File: config.mk
export PLATFORM = sky130hd
export DESIGN_NAME = regfile_wb_queue
export DESIGN_NICKNAME = d
export VERILOG_FILES = /design/src/rtl/regfile_wb_queue_pkg.sv /design/src/rtl/regfile_wb_queue_wb_fifo.sv /design/src/rtl/regfile_wb_queue.sv
export SDC_FILE = /design/constraint.sdc
export NUM_CORES = 1
export LEC_CHECK = 0
export ABC_CLOCK_PERIOD_IN_PS = 8300
export BUFFER_PORTS_ARGS = -buffer_cell sky130_fd_sc_hd__buf_2
export CORE_MARGIN = 3
export CORE_UTILIZATION = 50
export DETAILED_ROUTE_END_ITERATION = 16
export PLACE_DENSITY = 0.74
export SYNTH_ARGS = -nofsm -noshare
export SYNTH_HDL_FRONTEND = slang
export SYNTH_HIERARCHICAL = 1
export SYNTH_SLANG_ARGS = --single-unit
File: constraint.sdc
create_clock -name clk -period 8.3 [get_ports clk]
set_clock_uncertainty 0.2 [all_clocks]
set_input_delay 0.415 -clock clk [delete_from_list [all_inputs] [get_ports clk]]
set_output_delay 0.415 -clock clk [all_outputs]
set_load 0.05 [all_outputs]
File: src/rtl/regfile_wb_queue_pkg.sv
// Shared constants and the queue entry record for the register-file write-back queue.
package regfile_wb_queue_pkg;

  localparam int XLEN   = 32;
  localparam int REG_AW = 5;

  localparam logic [REG_AW-1:0] REG_ZERO = '0;

  // One queued register write; valid marks an occupied slot.
  typedef struct packed {
    logic              valid;
    logic [REG_AW-1:0] rd;
    logic [XLEN-1:0]   data;
  } wb_entry_t;

endpackage

File: src/rtl/regfile_wb_queue_wb_fifo.sv
// Circular buffer for write-back entries: two pushes (a older than b) and one pop per
// cycle, pointers wrap modulo DEPTH (any DEPTH, not only powers of two). All slots are
// exported flat so the owner can run register-match logic over them.
module regfile_wb_queue_wb_fifo
  import regfile_wb_queue_pkg::*;
#(
  parameter  int DEPTH = 4,
  localparam int PW    = (DEPTH > 1) ? $clog2(DEPTH) : 1,
  localparam int CW    = $clog2(DEPTH + 1)
) (
  input  logic                  clk,
  input  logic                  rst_n,
  input  logic                  push_a,
  input  wb_entry_t             entry_a,
  input  logic                  push_b,
  input  wb_entry_t             entry_b,
  input  logic                  pop,
  output wb_entry_t [DEPTH-1:0] entries,
  output logic [PW-1:0]         head_ptr,
  output logic [CW-1:0]         count
);

  wb_entry_t [DEPTH-1:0] mem;
  logic [PW-1:0]         tail_ptr;
  logic                  do_pop;
  logic [1:0]            n_push;
  wb_entry_t             first_entry;

  assign entries     = mem;
  assign do_pop      = pop && (count != '0);
  assign n_push      = {1'b0, push_a} + {1'b0, push_b};
  // A lone b push takes the tail slot; with both, a goes first and b follows.
  assign first_entry = push_a ? entry_a : entry_b;

  function automatic logic [PW-1:0] wrap_add(input logic [PW-1:0] ptr, input int n);
    int sum;
    sum = int'(ptr) + n;
    if (sum >= DEPTH) sum = sum - DEPTH;
    return PW'(sum);
  endfunction

  // Slot storage, pointers and occupancy; the pop clears the head's valid bit.
  always_ff @(posedge clk or negedge rst_n) begin
    if (!rst_n) begin
      mem      <= '0;
      head_ptr <= '0;
      tail_ptr <= '0;
      count    <= '0;
    end else begin
      if (do_pop) begin
        mem[head_ptr].valid <= 1'b0;
        head_ptr            <= wrap_add(head_ptr, 1);
      end
      if (n_push != 2'd0) mem[tail_ptr] <= first_entry;
      if (n_push == 2'd2) mem[wrap_add(tail_ptr, 1)] <= entry_b;
      tail_ptr <= wrap_add(tail_ptr, int'(n_push));
      count    <= CW'(int'(count) + int'(n_push) - (do_pop ? 1 : 0));
    end
  end

`ifndef SYNTHESIS
  assert property (@(posedge clk) disable iff (!rst_n) int'(count) <= DEPTH);
`endif

endmodule

File: src/rtl/regfile_wb_queue.sv
// Write-back queue in front of the 32x32 register file. Accepts results from the load
// unit (MEM) and the ALU, retires one register write per cycle in arrival order, and
// reports which source registers still have writes in flight.
// Data and register-address widths come from regfile_wb_queue_pkg (XLEN, REG_AW).
// Optional: define WB_FWD_EN to add bypass data from the youngest matching entry.
module regfile_wb_queue
  import regfile_wb_queue_pkg::*;
#(
  parameter  int DEPTH = 4,
  localparam int PW    = (DEPTH > 1) ? $clog2(DEPTH) : 1,
  localparam int CW    = $clog2(DEPTH + 1)
) (
  input  logic              clk,
  input  logic              rst_n,
  input  logic              mem_valid,
  output logic              mem_ready,
  input  logic [REG_AW-1:0] mem_rd,
  input  logic [XLEN-1:0]   mem_data,
  input  logic              alu_valid,
  output logic              alu_ready,
  input  logic [REG_AW-1:0] alu_rd,
  input  logic [XLEN-1:0]   alu_data,
  output logic              rf_we,
  output logic [REG_AW-1:0] rf_rd_add,
  output logic [XLEN-1:0]   rf_wr_data,
  input  logic [REG_AW-1:0] q_rs1,
  input  logic [REG_AW-1:0] q_rs2,
  output logic              pend_rs1,
  output logic              pend_rs2,
  output logic              fwd1_hit,
  output logic              fwd2_hit,
  output logic [XLEN-1:0]   fwd1_data,
  output logic [XLEN-1:0]   fwd2_data,
  output logic [CW-1:0]     count,
  output logic              empty,
  output logic              full
);

  wb_entry_t [DEPTH-1:0] entries;
  logic [PW-1:0]         head_ptr;
  logic                  push_a;
  logic                  push_b;
  wb_entry_t             entry_a;
  wb_entry_t             entry_b;

  // Handshake: a transfer happens on a rising edge when valid && ready; the producer
  // holds rd/data stable while valid && !ready. Ready depends only on count, never on
  // valid or on the same-cycle pop, and leaves room for both producers at once.
  assign mem_ready = (int'(count) <= DEPTH - 1);
  assign alu_ready = (int'(count) <= DEPTH - 2);

  // Writes to x0 complete the handshake but never occupy a slot.
  assign push_a  = mem_valid && mem_ready && (mem_rd != REG_ZERO);
  assign push_b  = alu_valid && alu_ready && (alu_rd != REG_ZERO);
  assign entry_a = '{valid: 1'b1, rd: mem_rd, data: mem_data};
  assign entry_b = '{valid: 1'b1, rd: alu_rd, data: alu_data};

  assign empty = (count == '0);
  assign full  = (int'(count) == DEPTH);

  // The register file never stalls, so the head retires every cycle it exists.
  assign rf_we      = !empty;
  assign rf_rd_add  = entries[head_ptr].rd;
  assign rf_wr_data = entries[head_ptr].data;

  regfile_wb_queue_wb_fifo #(.DEPTH(DEPTH)) u_wb_fifo (
    .clk      (clk),
    .rst_n    (rst_n),
    .push_a   (push_a),
    .entry_a  (entry_a),
    .push_b   (push_b),
    .entry_b  (entry_b),
    .pop      (rf_we),
    .entries  (entries),
    .head_ptr (head_ptr),
    .count    (count)
  );

  // Any occupied slot (including the head being written now) targeting the queried register.
  always_comb begin
    pend_rs1 = 1'b0;
    pend_rs2 = 1'b0;
    for (int i = 0; i < DEPTH; i++) begin
      if (entries[i].valid && (entries[i].rd == q_rs1) && (q_rs1 != REG_ZERO)) pend_rs1 = 1'b1;
      if (entries[i].valid && (entries[i].rd == q_rs2) && (q_rs2 != REG_ZERO)) pend_rs2 = 1'b1;
    end
  end

`ifdef WB_FWD_EN
  assign fwd1_hit = pend_rs1;
  assign fwd2_hit = pend_rs2;

  // Walk oldest to youngest so the last match (youngest write) wins.
  always_comb begin
    int idx;
    idx       = 0;
    fwd1_data = '0;
    fwd2_data = '0;
    for (int i = 0; i < DEPTH; i++) begin
      idx = int'(head_ptr) + i;
      if (idx >= DEPTH) idx = idx - DEPTH;
      if (entries[PW'(idx)].valid && (entries[PW'(idx)].rd == q_rs1)) fwd1_data = entries[PW'(idx)].data;
      if (entries[PW'(idx)].valid && (entries[PW'(idx)].rd == q_rs2)) fwd2_data = entries[PW'(idx)].data;
    end
  end
`else
  assign fwd1_hit  = 1'b0;
  assign fwd2_hit  = 1'b0;
  assign fwd1_data = '0;
  assign fwd2_data = '0;
`endif

endmodule

After elaboration in Yosys (flattened, before gate mapping)
Cells that the tools add are included.
W data, S select, Z words.
{"block": "totals", "reg_bits": 159, "ramBits": 0, "output_inout_bits": 113, "latch_bits": 0, "input_bits": 88, "mem_count": 0, "rom_bits": 0}
{"block": "op_classes", "n_lt_le_gt_ge": 11, "mux": 28, "bitwise_logic": 0, "n_eq_ne": 10, "add_sub_neg": 9, "multipliers": 0, "n_reduce_logical": 32, "div_mod_pow": 0, "shift": 0}
{"op": "$bwmux W152", "count": 3}
{"op": "$mux W152", "count": 3}
{"op": "$demux W38 S2", "count": 3}
{"op": "$mux W38", "count": 3}
{"op": "$bmux W38 S2", "count": 1}
{"op": "$mux W37", "count": 2}
{"op": "$eq A5 B5 Y1", "count": 8}
{"op": "$logic_and A1 B1 Y1", "count": 24}
{"op": "$reduce_bool A5 Y1", "count": 4}
{"op": "$ge A3 B3 Y1 const B", "count": 3}
{"op": "$lt A2 B3 Y1 const B", "count": 3}
{"op": "$mux W1", "count": 9}
{"op": "$mux W2", "count": 4}
{"op": "$add A2 B1 Y3 const B", "count": 2}
{"op": "$ge A2 B1 Y1 const B", "count": 3}
{"op": "$le A3 B2 Y1 const B", "count": 2}
{"op": "$sub A2 B1 Y2 const B", "count": 3}
{"op": "$add A2 B2 Y3", "count": 1}
{"op": "$add A3 B2 Y3", "count": 1}
{"op": "$eq A3 B3 Y1 const B", "count": 1}
{"op": "$logic_not A3 Y1", "count": 1}
{"op": "$reduce_bool A3 Y1", "count": 1}
{"op": "$sub A3 B3 Y3", "count": 1}
{"op": "$add A1 B1 Y2", "count": 1}
{"op": "3 further kinds", "count": 3}

Logic depth before layout (Yosys ltp)
{"block": "depth", "word_depth": 12, "ltp_mapped": 12, "mapped_depth_nobuf": 11}

Modules after synthesis
The synthesis kept the hierarchy.
{"module": "regfile_wb_queue_wb_fifo", "area_each_um2": 8040.2, "n_inst": 1, "cells_per_inst": 610}
{"module": "regfile_wb_queue", "area_each_um2": 2042.0, "n_inst": 1, "cells_per_inst": 196}

Least setup slack after synthesis
OpenSTA, ideal clock, no wires.
{"block": "synth_timing", "path_kind": "reg2reg", "start": "reg u_wb_fifo.count[0]", "end": "reg u_wb_fifo.count[2]", "synth_period_minus_slack_ns": 3.632, "stages_incl_launch_ff": 12, "setup_slack_ns": 4.668, "arrival_ns": 3.285, "cell_sequence": "dfrtp_1 -> a21oi_1 -> nand2_1 -> a21oi_1 -> inv_1 -> ha_1 -> xnor2_1 -> ha_1 -> inv_1 -> fa_1 -> xor2_1 -> xnor2_1"}
{"block": "synth_between", "elab_chain_len": 6, "word_cells_on_any_way": 14, "cone_classes": "add/sub (3); order compare (2); mux (1); reduce/logical (8)"}
{"element": "from (decl)", "line_no": "regfile_wb_queue_wb_fifo.sv:20", "text": "output logic [CW-1:0] count"}
{"element": "from (signal assigned)", "line_no": "regfile_wb_queue_wb_fifo.sv:57", "text": "count <= CW'(int'(count) + int'(n_push) - (do_pop ? 1 : 0));"}
{"element": "$le A3 B2 Y1", "line_no": "regfile_wb_queue.sv:50", "text": "assign alu_ready = (int'(count) <= DEPTH - 2);"}
{"element": "via alu_ready", "line_no": "regfile_wb_queue.sv:20", "text": "output logic alu_ready,"}
{"element": "$logic_and A1 B1 Y1 (2 in series)", "line_no": "regfile_wb_queue.sv:54", "text": "assign push_b = alu_valid && alu_ready && (alu_rd != REG_ZERO);"}
{"element": "via push_b", "line_no": "regfile_wb_queue.sv:42", "text": "logic push_b;"}
{"element": "$add A1 B1 Y2", "line_no": "regfile_wb_queue_wb_fifo.sv:31", "text": "assign n_push = {1'b0, push_a} + {1'b0, push_b};"}
{"element": "$add A3 B2 Y3", "line_no": "regfile_wb_queue_wb_fifo.sv:57"}
{"element": "$sub A3 B3 Y3", "line_no": "regfile_wb_queue_wb_fifo.sv:57"}
The timed path passes the listed nets, and every way through them passes these cells.
A chain may end at the register's enable or synchronous reset.

Worst setup path in the final report
{"block": "layout_timing", "start": "reg u_wb_fifo.count[0]", "end": "reg u_wb_fifo.mem, in the netlist u_wb_fifo/entries[13]"}
{"block": "layout_between", "elab_chain_len": 8, "word_cells_on_any_way": 19, "cone_classes": "add/sub (1); order compare (2); eq/ne (1); mux (6); reduce/logical (9)"}
{"element": "$le A3 B2 Y1 (*)", "line_no": "regfile_wb_queue.sv:50"}
{"element": "$logic_and A1 B1 Y1 (*) (2 in series)", "line_no": "regfile_wb_queue.sv:54"}
{"element": "via push_b", "line_no": "regfile_wb_queue.sv:42"}
{"element": "$add A1 B1 Y2 (*)", "line_no": "regfile_wb_queue_wb_fifo.sv:31"}
{"element": "$reduce_bool A2 Y1", "line_no": "regfile_wb_queue_wb_fifo.sv:54", "text": "if (n_push != 2'd0) mem[tail_ptr] <= first_entry;"}
{"element": "$mux W152", "line_no": "regfile_wb_queue_wb_fifo.sv:54"}
{"element": "$bwmux W152", "line_no": "regfile_wb_queue_wb_fifo.sv:55", "text": "if (n_push == 2'd2) mem[wrap_add(tail_ptr, 1)] <= entry_b;"}
{"element": "$mux W152 (*)", "line_no": "regfile_wb_queue_wb_fifo.sv:55"}
{"element": "to (signal, indexed assignment)", "line_no": "regfile_wb_queue_wb_fifo.sv:54"}
{"element": "to (signal, indexed assignment)", "line_no": "regfile_wb_queue_wb_fifo.sv:55"}
{"element": "to (decl)", "line_no": "regfile_wb_queue_wb_fifo.sv:23", "text": "wb_entry_t [DEPTH-1:0] mem;"}
Mark *: on every way through the listed nets, which the timed path passes. The rest lies on a longest branch.

==> metrics <==
run status complete, no violations; Top Metal Used met4; RePlAce Congestion 0.864; CTS max path bufs 2; worst-skew pair later-pin latency 420 ps; post-synthesis cell area 10100 sq um; Cells after Synth 806; power density cells 467 nW/um^2; n_diodes 0; gr ovfl total 0; Worst-path clk slew 70 ps; DR DRC count 0; total die area 21900 sq um; Final Hold Fails 0; Leak Pwr 4.56 nW; Tot GR Track Use 23.6%; WL met2 12500 microns; ANT nets after route 0; Worst Tran Pin Value 1130 ps; CP max FO 25; WP data arrival 3810 ps; Total Wirelength 25700 microns; Num Clock Sinks 159; vias 6840; crit path launch type register; FMAX 269 MHz; final core utilization 56.5%; Post-DP HPWL 16200 microns; die height 148 microns; share of cells above drive strength 1 28.2%; CTS root buf clkbuf_16; flops & latches, synth 159; Initial DRT Pass Iterations 5; clock power share 15.4%; H-tree depth 4; first-pass GRT wire length 40300 microns; CORE AREA 19700 sq um; row cnt 51; Switch Pwr 2.41 mW; fill count 1672; CP endpoint kind register; largest net degree at the start of global routing 89; Yosys top cell area share 39.5%; asr flop ratio synth 100%; most common cell after layout, fill and taps aside dfrtp_1; kind of critical path reg2reg; multi-input logic area 5340 sq um; Setup Buffers After CTS 0; HP Class in2reg; sequential cell fraction of total power 29.6%; wire length on met3 1650 microns; ys flop type dfrtp_1; initial antenna violation count 0; CTS tree yes; worst reg2reg setup slack 4580 ps; max-slew violation count 0; # nets final 1008; Worst EP required 8390 ps; post-route setup TNS 0 ps; vias in the first global route 7069; Mean Syn Cell Area 12.5 sq um; Post-synth EDFFs 0; max_cap viols 0; area grow syn2layout 10.2%; Final period util 44.8%; crit path time final 3720 ps; cell taking the most area after synthesis dfrtp_1; Via density 5.76; commonest non-fill, non-tap cells in the layout 157 x dfrtp_1, 148 x mux2i_1, 133 x buf_2, 123 x a2bb2oi_1, 72 x conb_1; normalized max-slew margin 24.9%; cts bufs inserted 17; M1 WL 11200 microns; ranking of synthesized cells by area dfrtp_1 39%, mux2i_1 15%, a2bb2oi_1 11%; Internal 2.78 mW; DR WL/cell 21.7 microns; RSZ-0062 raised after global routing no; Final setup viols 0; combinational power share 55.0%; switching share of total power 46.4%; Seq. cell area 3980 sq um; synth warn 6; IO Pins 201; drt first-iter violations 544; Port Buffer Count 134; Initial Util 51.3%; Die Wd 148 microns; Max VDD drop 0.293 mV; post-synth cell types 43; Seq/Total Area, Yosys 39.5%
==> logic make-up (layout without fill, tap and decap cells) <==
group | count (synthesis) | after routing | synth area share [%]
compound gates | 166 | 166 | 16.0
xor+xnor | 46 | 46 | 4.00
other cells | 2 | 72 | 0.0745
mux | 187 | 187 | 23.2
buf+inv | 149 | 195 | 10.4
simple gates | 86 | 86 | 5.42
flops | 159 | 159 | 39.5
fa+ha+maj | 11 | 11 | 1.44
==> routing by layer <==
layer,vias up,global-route usage [%]
met2,267,38.4
met4,0,6.33
met3,30,4.14
li1,3087,-
met1,3456,32.9
met5,-,0
==> synthesized netlist by cell type (all sizes together), types with 2 or more instances <==
cell type / n
mux4: 37
nand3: 9
nand3b: 6
xnor2: 13
o21ai: 2
conb: 2
inv: 11
xor2: 33
o21a: 2
dfrtp: 159
mux2: 2
ha: 10
nand2: 5
or4: 2
nor4: 8
a31oi: 4
nor2: 6
clkbuf: 15
a21oi: 2
nand2b: 37
o41a: 2
nand4: 2
nor3: 3
o311ai: 4
or3: 2
mux2i: 148
buf: 123
nor3b: 3
a2bb2oi: 148
==> what timing repair did <==
action | in CTS | in global routing
resized for setup | 0 | 0
endpoints found under the hold margin | 87 | 0
hold buffers | 1 | 0
==> per-stage QoR <==
step | instances | hold slack (ps) | worst slack [ps] | power [mW] | cell area (sq um)
final | 1187 | 78.2 | 4580 | 5.19 | 11100
after global routing | 1187 | 74.6 | 4370 | 5.47 | 11100
after CTS | 1187 | 65.0 | 4590 | 5.21 | 11100
after detailed placement | 1154 | 338 | 4410 | 4.40 | 10500
after global placement | 1154 | 338 | 4540 | 4.34 | 10500
after floorplan | 876 | -80.6 | 4670 | 3.83 | 10300
==> flip-flops by register name (all words and copies together), names as in the netlist <==
signal and count:
u_wb_fifo/count 3, u_wb_fifo/entries 152, u_wb_fifo/head_ptr 2, u_wb_fifo/tail_ptr 2
==> final timing paths <==
check,startpoint,to,cells past startpoint
setup / recovery,u_wb_fifo/count[0]$_DFF_PN0_,u_wb_fifo/entries[13]$_DFF_PN0_,9
hold / removal,alu_data[24],u_wb_fifo/entries[100]$_DFF_PN0_,2
setup reg to reg,u_wb_fifo/count[0]$_DFF_PN0_,u_wb_fifo/entries[13]$_DFF_PN0_,9
hold reg to reg,u_wb_fifo/entries[139]$_DFF_PN0_,u_wb_fifo/entries[139]$_DFF_PN0_,2
max in group asynchronous,rst_n,u_wb_fifo/head_ptr[0]$_DFFE_PN0P_,3
min in group asynchronous,rst_n,u_wb_fifo/entries[66]$_DFF_PN0_,2
==> power by group through the flow <==
stage / clock [mW] / combinational [mW] / sequential (mW)
global placement: 0 / 2.81 / 1.53
global route: 0.841 / 3.04 / 1.59
floorplan: 0 / 2.44 / 1.39
CTS: 0.811 / 2.87 / 1.54
finish: 0.800 / 2.85 / 1.54
detailed placement: 0 / 2.86 / 1.54
==> cell type report <==
| cell class | count | area share, % |
|---|---|---|
| clock buffers | 21 | 4.24 |
| multi-input cells | 568 | 48.1 |
| repair buffers | 152 | 7.33 |
| clock inverters | 11 | 1.16 |
| inverters | 11 | 0.372 |
| flip-flops and latches | 159 | 35.8 |
| well taps | 265 | 2.99 |
==> worst max-delay path: stages (launching register included) <==
cell and delay [ps]:
dfrtp_1 480, a21oi_1 210, nand2_1 100, a21oi_1 260
inv_1 80, ha_1 350, nor3_4 940, buf_4 600
mux2i_1 260, a2bb2oi_1 80
(Power assumes the default switching activity.)
